[src/rtl/vote_rf_pkg.sv]
// Shared types and default parameters for the voted register file.
// The FSM state type lives here so the top and any future sub-blocks agree on encoding.
package vote_rf_pkg;

    localparam int NCH_DEF    = 3;
    localparam int ADDR_W_DEF = 5;
    localparam int DATA_W_DEF = 32;
    localparam int CNT_W_DEF  = 8;

    typedef enum logic [1:0] {
        RUN     = 2'd0,
        HALT    = 2'd1,
        RECOVER = 2'd2
    } state_t;

endpackage

[src/rtl/vote_rf_voter.sv]
// Combinational voter: picks the committed write tuple from redundant channels
// and reports which channels disagree with the outcome.
module vote_rf_voter
    import vote_rf_pkg::*;
#(
    parameter int NCH    = NCH_DEF,
    parameter int ADDR_W = ADDR_W_DEF,
    parameter int DATA_W = DATA_W_DEF
) (
    input  logic [NCH-1:0]             i_we,
    input  logic [NCH-1:0][ADDR_W-1:0] i_addr,
    input  logic [NCH-1:0][DATA_W-1:0] i_data,
    output logic                       o_we,
    output logic [ADDR_W-1:0]          o_addr,
    output logic [DATA_W-1:0]          o_data,
    output logic                       o_valid,
    output logic [NCH-1:0]             o_fault
);

    // Idle channels agree regardless of their address/data lines.
    function automatic logic f_agree(
        input logic              weA,
        input logic              weB,
        input logic [ADDR_W-1:0] addrA,
        input logic [ADDR_W-1:0] addrB,
        input logic [DATA_W-1:0] dataA,
        input logic [DATA_W-1:0] dataB
    );
        return (!weA && !weB) || (weA && weB && (addrA == addrB) && (dataA == dataB));
    endfunction

    generate
        if (NCH == 3) begin : g_tmr
            logic w_a01;
            logic w_a02;
            logic w_a12;

            assign w_a01 = f_agree(i_we[0], i_we[1], i_addr[0], i_addr[1], i_data[0], i_data[1]);
            assign w_a02 = f_agree(i_we[0], i_we[2], i_addr[0], i_addr[2], i_data[0], i_data[2]);
            assign w_a12 = f_agree(i_we[1], i_we[2], i_addr[1], i_addr[2], i_data[1], i_data[2]);

            // Agreement is transitive, so a single failing pair pins down the outlier.
            always_comb begin
                o_we    = i_we[0];
                o_addr  = i_addr[0];
                o_data  = i_data[0];
                o_valid = 1'b1;
                o_fault = '0;
                if (!w_a01 || !w_a02) begin
                    if (w_a01) begin
                        o_fault = 3'b100;
                    end else if (w_a02) begin
                        o_fault = 3'b010;
                    end else if (w_a12) begin
                        o_we    = i_we[1];
                        o_addr  = i_addr[1];
                        o_data  = i_data[1];
                        o_fault = 3'b001;
                    end else begin
                        o_valid = 1'b0;
                        o_fault = '1;
                    end
                end
            end
        end else begin : g_dmr
            logic w_a01;

            assign w_a01 = f_agree(i_we[0], i_we[1], i_addr[0], i_addr[1], i_data[0], i_data[1]);

            always_comb begin
                o_we    = i_we[0];
                o_addr  = i_addr[0];
                o_data  = i_data[0];
                o_valid = w_a01;
                o_fault = w_a01 ? '0 : '1;
            end
        end
    endgenerate

endmodule

[src/rtl/vote_rf.sv]
// Register file with redundant (DMR/TMR) write channels, a vote-driven halt
// mechanism and a saturating mismatch counter.
module vote_rf
    import vote_rf_pkg::*;
#(
    parameter int NCH    = NCH_DEF,
    parameter int ADDR_W = ADDR_W_DEF,
    parameter int DATA_W = DATA_W_DEF,
    parameter int CNT_W  = CNT_W_DEF
) (
    input  logic                       clk,
    input  logic                       rst,
    input  logic [NCH-1:0]             we_i,
    input  logic [NCH-1:0][ADDR_W-1:0] waddr_i,
    input  logic [NCH-1:0][DATA_W-1:0] wdata_i,
    input  logic [ADDR_W-1:0]          raddr_a_i,
    input  logic [ADDR_W-1:0]          raddr_b_i,
    output logic [DATA_W-1:0]          rdata_a_o,
    output logic [DATA_W-1:0]          rdata_b_o,
    input  logic                       recover_i,
    output logic                       signal_o,
    output logic [NCH-1:0]             fault_ch_o,
    output logic                       halt_o,
    output logic [CNT_W-1:0]           err_cnt_o
);

    localparam int DEPTH = 2 ** ADDR_W;

    logic [DATA_W-1:0] r_mem [DEPTH];
    state_t            r_state;
    logic              r_signal;
    logic [NCH-1:0]    r_fault;
    logic [CNT_W-1:0]  r_errCnt;

    logic              w_we;
    logic [ADDR_W-1:0] w_addr;
    logic [DATA_W-1:0] w_data;
    logic              w_valid;
    logic [NCH-1:0]    w_fault;
    logic              w_mismatch;

    vote_rf_voter #(
        .NCH    (NCH),
        .ADDR_W (ADDR_W),
        .DATA_W (DATA_W)
    ) u_voter (
        .i_we    (we_i),
        .i_addr  (waddr_i),
        .i_data  (wdata_i),
        .o_we    (w_we),
        .o_addr  (w_addr),
        .o_data  (w_data),
        .o_valid (w_valid),
        .o_fault (w_fault)
    );

    assign w_mismatch = |w_fault;

    always_ff @(posedge clk) begin
        if (rst) begin
            for (int i = 0; i < DEPTH; i++) begin
                r_mem[i] <= '0;
            end
            r_state  <= RUN;
            r_signal <= 1'b0;
            r_fault  <= '0;
            r_errCnt <= '0;
        end else begin
            unique case (r_state)
                RUN: begin
                    if (w_valid && w_we && (w_addr != '0)) begin
                        r_mem[w_addr] <= w_data;
                    end
                    r_fault  <= w_fault;
                    r_signal <= w_mismatch;
                    if (w_mismatch && (r_errCnt != {CNT_W{1'b1}})) begin
                        r_errCnt <= r_errCnt + CNT_W'(1);
                    end
                    if (!w_valid) begin
                        r_state <= HALT;
                    end
                end
                HALT: begin
                    if (recover_i) begin
                        r_state <= RECOVER;
                        r_signal <= 1'b0;
                        r_fault  <= '0;
                    end
                end
                RECOVER: begin
                    r_signal <= 1'b0;
                    r_fault  <= '0;
                    r_state  <= RUN;
                end
                default: begin
                    r_state <= RUN;
                end
            endcase
        end
    end

    // Address 0 is hard-wired to zero on the read side as well.
    assign rdata_a_o  = (raddr_a_i == '0) ? '0 : r_mem[raddr_a_i];
    assign rdata_b_o  = (raddr_b_i == '0) ? '0 : r_mem[raddr_b_i];
    assign signal_o   = r_signal;
    assign fault_ch_o = r_fault;
    assign halt_o     = (r_state == HALT);
    assign err_cnt_o  = r_errCnt;

endmodule

[config.mk]
export PLATFORM = sky130hd
export DESIGN_NAME = vote_rf
export DESIGN_NICKNAME = d
export VERILOG_FILES = /design/src/rtl/vote_rf_pkg.sv /design/src/rtl/vote_rf_voter.sv /design/src/rtl/vote_rf.sv
export SDC_FILE = /design/constraint.sdc
export NUM_CORES = 2
export LEC_CHECK = 0
export BUFFER_PORTS_ARGS = -buffer_cell sky130_fd_sc_hd__buf_2
export CORE_ASPECT_RATIO = 0.6
export CORE_UTILIZATION = 50
export DETAILED_ROUTE_END_ITERATION = 8
export PLACE_DENSITY = 0.71
export SYNTH_ARGS = -nofsm -noshare
export SYNTH_HDL_FRONTEND = slang
export SYNTH_SLANG_ARGS = --single-unit
[constraint.sdc]
create_clock -name clk -period 3.4 [get_ports clk]
set_input_delay 0.17 -clock clk [delete_from_list [all_inputs] [get_ports clk]]
set_output_delay 0.17 -clock clk [all_outputs]
set_load 0.03 [all_outputs]
==> qor.csv <==
stage,metric,value,unit
clocking,clock-pin slew on the worst setup and hold paths,0.06,ns
synth,"Seq/Total Area, Yosys",56.3,%
clocking,Clock Tree Root,clkbuf_16,
grt,initial antenna violation count,4,
hold_path,hold depth,4,
critical_path,R2R depth,8,
finish,most frequent cells in the layout,"nor2_1 (1,074), edfxtp_1 (1,024), mux4_2 (640), buf_2 (194), buf_4 (191)",
timing,Least-Margin Pin Slew,1.16,ns
timing,final setup skew,0.0244,ns
placement,area post-placement,61800,um2
clocking,cts repair resizes,0,
hold_path,hold wc startpoint,wdata_i[6],
grt,largest net degree at the start of global routing,57,
drt,Routed WL,195,mm
timing,fin crit period,3.09,ns
drt,residual DRC count,0,
synth,"Avg Cell Area, Syn",15.4,um2
floorplanning,# IOs,204,
drt,Detailed Route Iter0 Violations,6689,
critical_path,critical path class,reg2out,
clocking,H-Tree Depth,3,
finish,Seq. cell area,31000,um2
critical_path,CP Launch Type,flop,
floorplanning,Die W,430,um
placement,GP Congestion,0.937,
floorplanning,Core ar.,108000,um2
synth,Seq cells post-synth,1038,
floorplanning,Row Count,93,
synth,post-synth cell types,55,
synth,Yosys warning count,0,
clocking,clk_lat worst skew,0.72,ns
critical_path,WP data arrival,2.92,ns
status,status,completed,
synth,Synth async-reset ratio,0,%
grt,global-route wire length before repair,274,mm
finish,Final Instance Area,64800,um2
pwr,Power Dens Cells,472,nW/um2
clocking,TritonCTS buffer count,96,
timing,final setup fails,0,
pwr,Leakage,23.0,nW
floorplanning,die area,112000,um2
synth,dominant synthesized flop cell,edfxtp_1,
pwr,maximum VDD drop,0.000416,V
placement,DP HPWL,127,mm
placement,placed insts,5207,
flow_run,Max Cap Viol,0,
grt,vias in the first global route,36900,
finish,FILL cells,7981,
timing,RSZ-0062 raised after global routing,no,
drt,DRT Pass-1 Iters,6,
synth,number of flops mapped to enable cells by yosys,1024,
timing,Final Hold Viols,0,
critical_path,worst endpoint required time,3.23,ns
hold_path,Hold Crit Class,in2reg,
finish,area of the multi-input gates,23300,um2
floorplanning,Initial Util,50.9,%
grt,grt total ovfl,0,
floorplanning,Die H,259,um
grt,Tot GR Track Use,35.2,%
drt,via count,38000,
timing,Rel. slew slack,21.8,%
finish,Layout area overhead,17.7,%
finish,Post-Layout Cell Count,5387,
critical_path,reg-to-reg startpoint,r_state[1],
synth,cell count after synthesis,3571,
drt,DRT antenna net count,0,
drt,post-DR wirelength/cell,36.1,um
critical_path,RR Endpoint,r_mem[28][22],
placement,port buffer count,203,
critical_path,crit-path max FO,2,
critical_path,"setup slack, reg-to-reg",0.82,ns
clocking,post-CTS setup buffer count,0,
finish,share of layout cells above drive strength 1,36.9,%
synth,area of the mapped netlist,55100,um2
timing,Max Clk Rate,0.324,GHz
critical_path,Setup crit end kind,primary output,
hold_path,Hold EP,r_mem[6][6],
clocking,CTS tree,yes,
clocking,clock buffer depth,3,
timing,post-route clock period utilization,90.8,%
drt,Vias/cell,7.06,
finish,"most common cell after layout, fill and taps aside",nor2_1,
clocking,CTS Sinks,1038,
finish,nets,4013,
timing,Final Max Slew Viols,0,
-- flip-flops by register name (all words and copies together), names as in the netlist --
register and flops:
fault_ch_o 3, signal_o 1, err_cnt_o 8, r_mem 1024, r_state 2
-- synth_stat cells (11+ instances only) --
cell type     n  share of area, %
nand4_1      45              0.51
buf_2       178               1.6
nand3_1      11              0.10
o221ai_2     31              0.85
buf_1        59              0.40
mux2i_1      97               1.8
edfxtp_1   1024                56
dfxtp_1      14              0.51
clkbuf_1    125              0.85
nand2_1      45              0.31
mux4_2      640                26
nor2_1     1076               7.3
xnor2_1     114               1.8
-- area by class of cell --
type	instances	share of cell area, %
Tap cell	1425	2.75
Inverter	9	0.0521
Sequential cell	1038	47.9
Clock inverter	65	0.809
Antenna cell	2	0.00772
Timing Repair Buffer	553	8.82
Clock buffer	112	3.83
Multi-Input combinational cell	2183	35.9
-- metal layers --
| layer | vias to the layer above | global-route usage (%) | share of wire [%] |
|---|---|---|---|
| li1 | 14500 | - | - |
| met1 | 19300 | 49.2 | 36 |
| met2 | 3666 | 49.8 | 42 |
| met3 | 582 | 14.1 | 17 |
| met4 | 6 | 13.0 | 4.6 |
| met5 | - | 0.462 | 0.058 |
-- stage by stage --
stage / utilization, % / total power, W / TNS, ns / hold WS, ns / setup WS (ns)
after floorplan: - / 0.0178 / 0 / 0.422 / 0.0240
after CTS: 59.9 / 0.0305 / 0 / 0.0225 / 0.289
after global routing: 59.9 / 0.0312 / 0 / 0.0627 / 0.261
after detailed placement: 57.1 / 0.0200 / -20.86 / 0.459 / -0.139
after global placement: 57.1 / 0.0199 / -15.65 / 0.452 / -0.155
final: 59.9 / 0.0306 / 0 / 0.0625 / 0.312
-- critical path, cell delays in order, from the launching register on --
cell	delay, ns
edfxtp_1	0.41
mux4_2	0.53
mux4_2	0.58
mux2i_1	0.42
nor2_1	0.07
buf_2	0.19
-- timing repair --
item | CTS | global route
hold endpoints to repair | 2 | 0
hold buffers | 1 | 0
endpoints found under the setup margin | 0 | 0
-- worst max path at each step --
stage | from | endpoint | slack (ns) | cells past startpoint
floorplan | waddr_i[8] | r_mem[25][0] | 0.02 | 10
CTS | r_mem[11][6] | rdata_b_o[6] | 0.29 | 5
detailed placement | wdata_i[94] | r_mem[27][8] | -0.14 | 10
global placement | wdata_i[94] | r_mem[27][8] | -0.15 | 10
global route | r_mem[14][16] | rdata_a_o[16] | 0.26 | 5
finish | r_mem[11][6] | rdata_b_o[6] | 0.31 | 5
-- power breakdown --
| group | internal, W | switching, W | total [W] |
|---|---|---|---|
| sequential | 0.0145 | 0.000303 | 0.0148 |
| combinational | 0.00209 | 0.00291 | 0.00500 |
| clock | 0.00571 | 0.00505 | 0.0108 |
| total | 0.0223 | 0.00826 | 0.0306 |
-- kinds of logic (layout without fill, tap and decap cells) --
family	Yosys count	count (layout)	synth area share, %
buffers and inverters	381	739	3.13
xor gates and xnor gates	115	115	1.84
muxes	739	739	28.0
and+or+nand+nor	1223	1223	9.08
other	1	34	0.00681
AOI/OAI and AO/OA	69	69	1.52
DFF	1038	1038	56.3
adders and majority gates	5	5	0.114
Note: power is estimated with default switching activity, not from simulation.
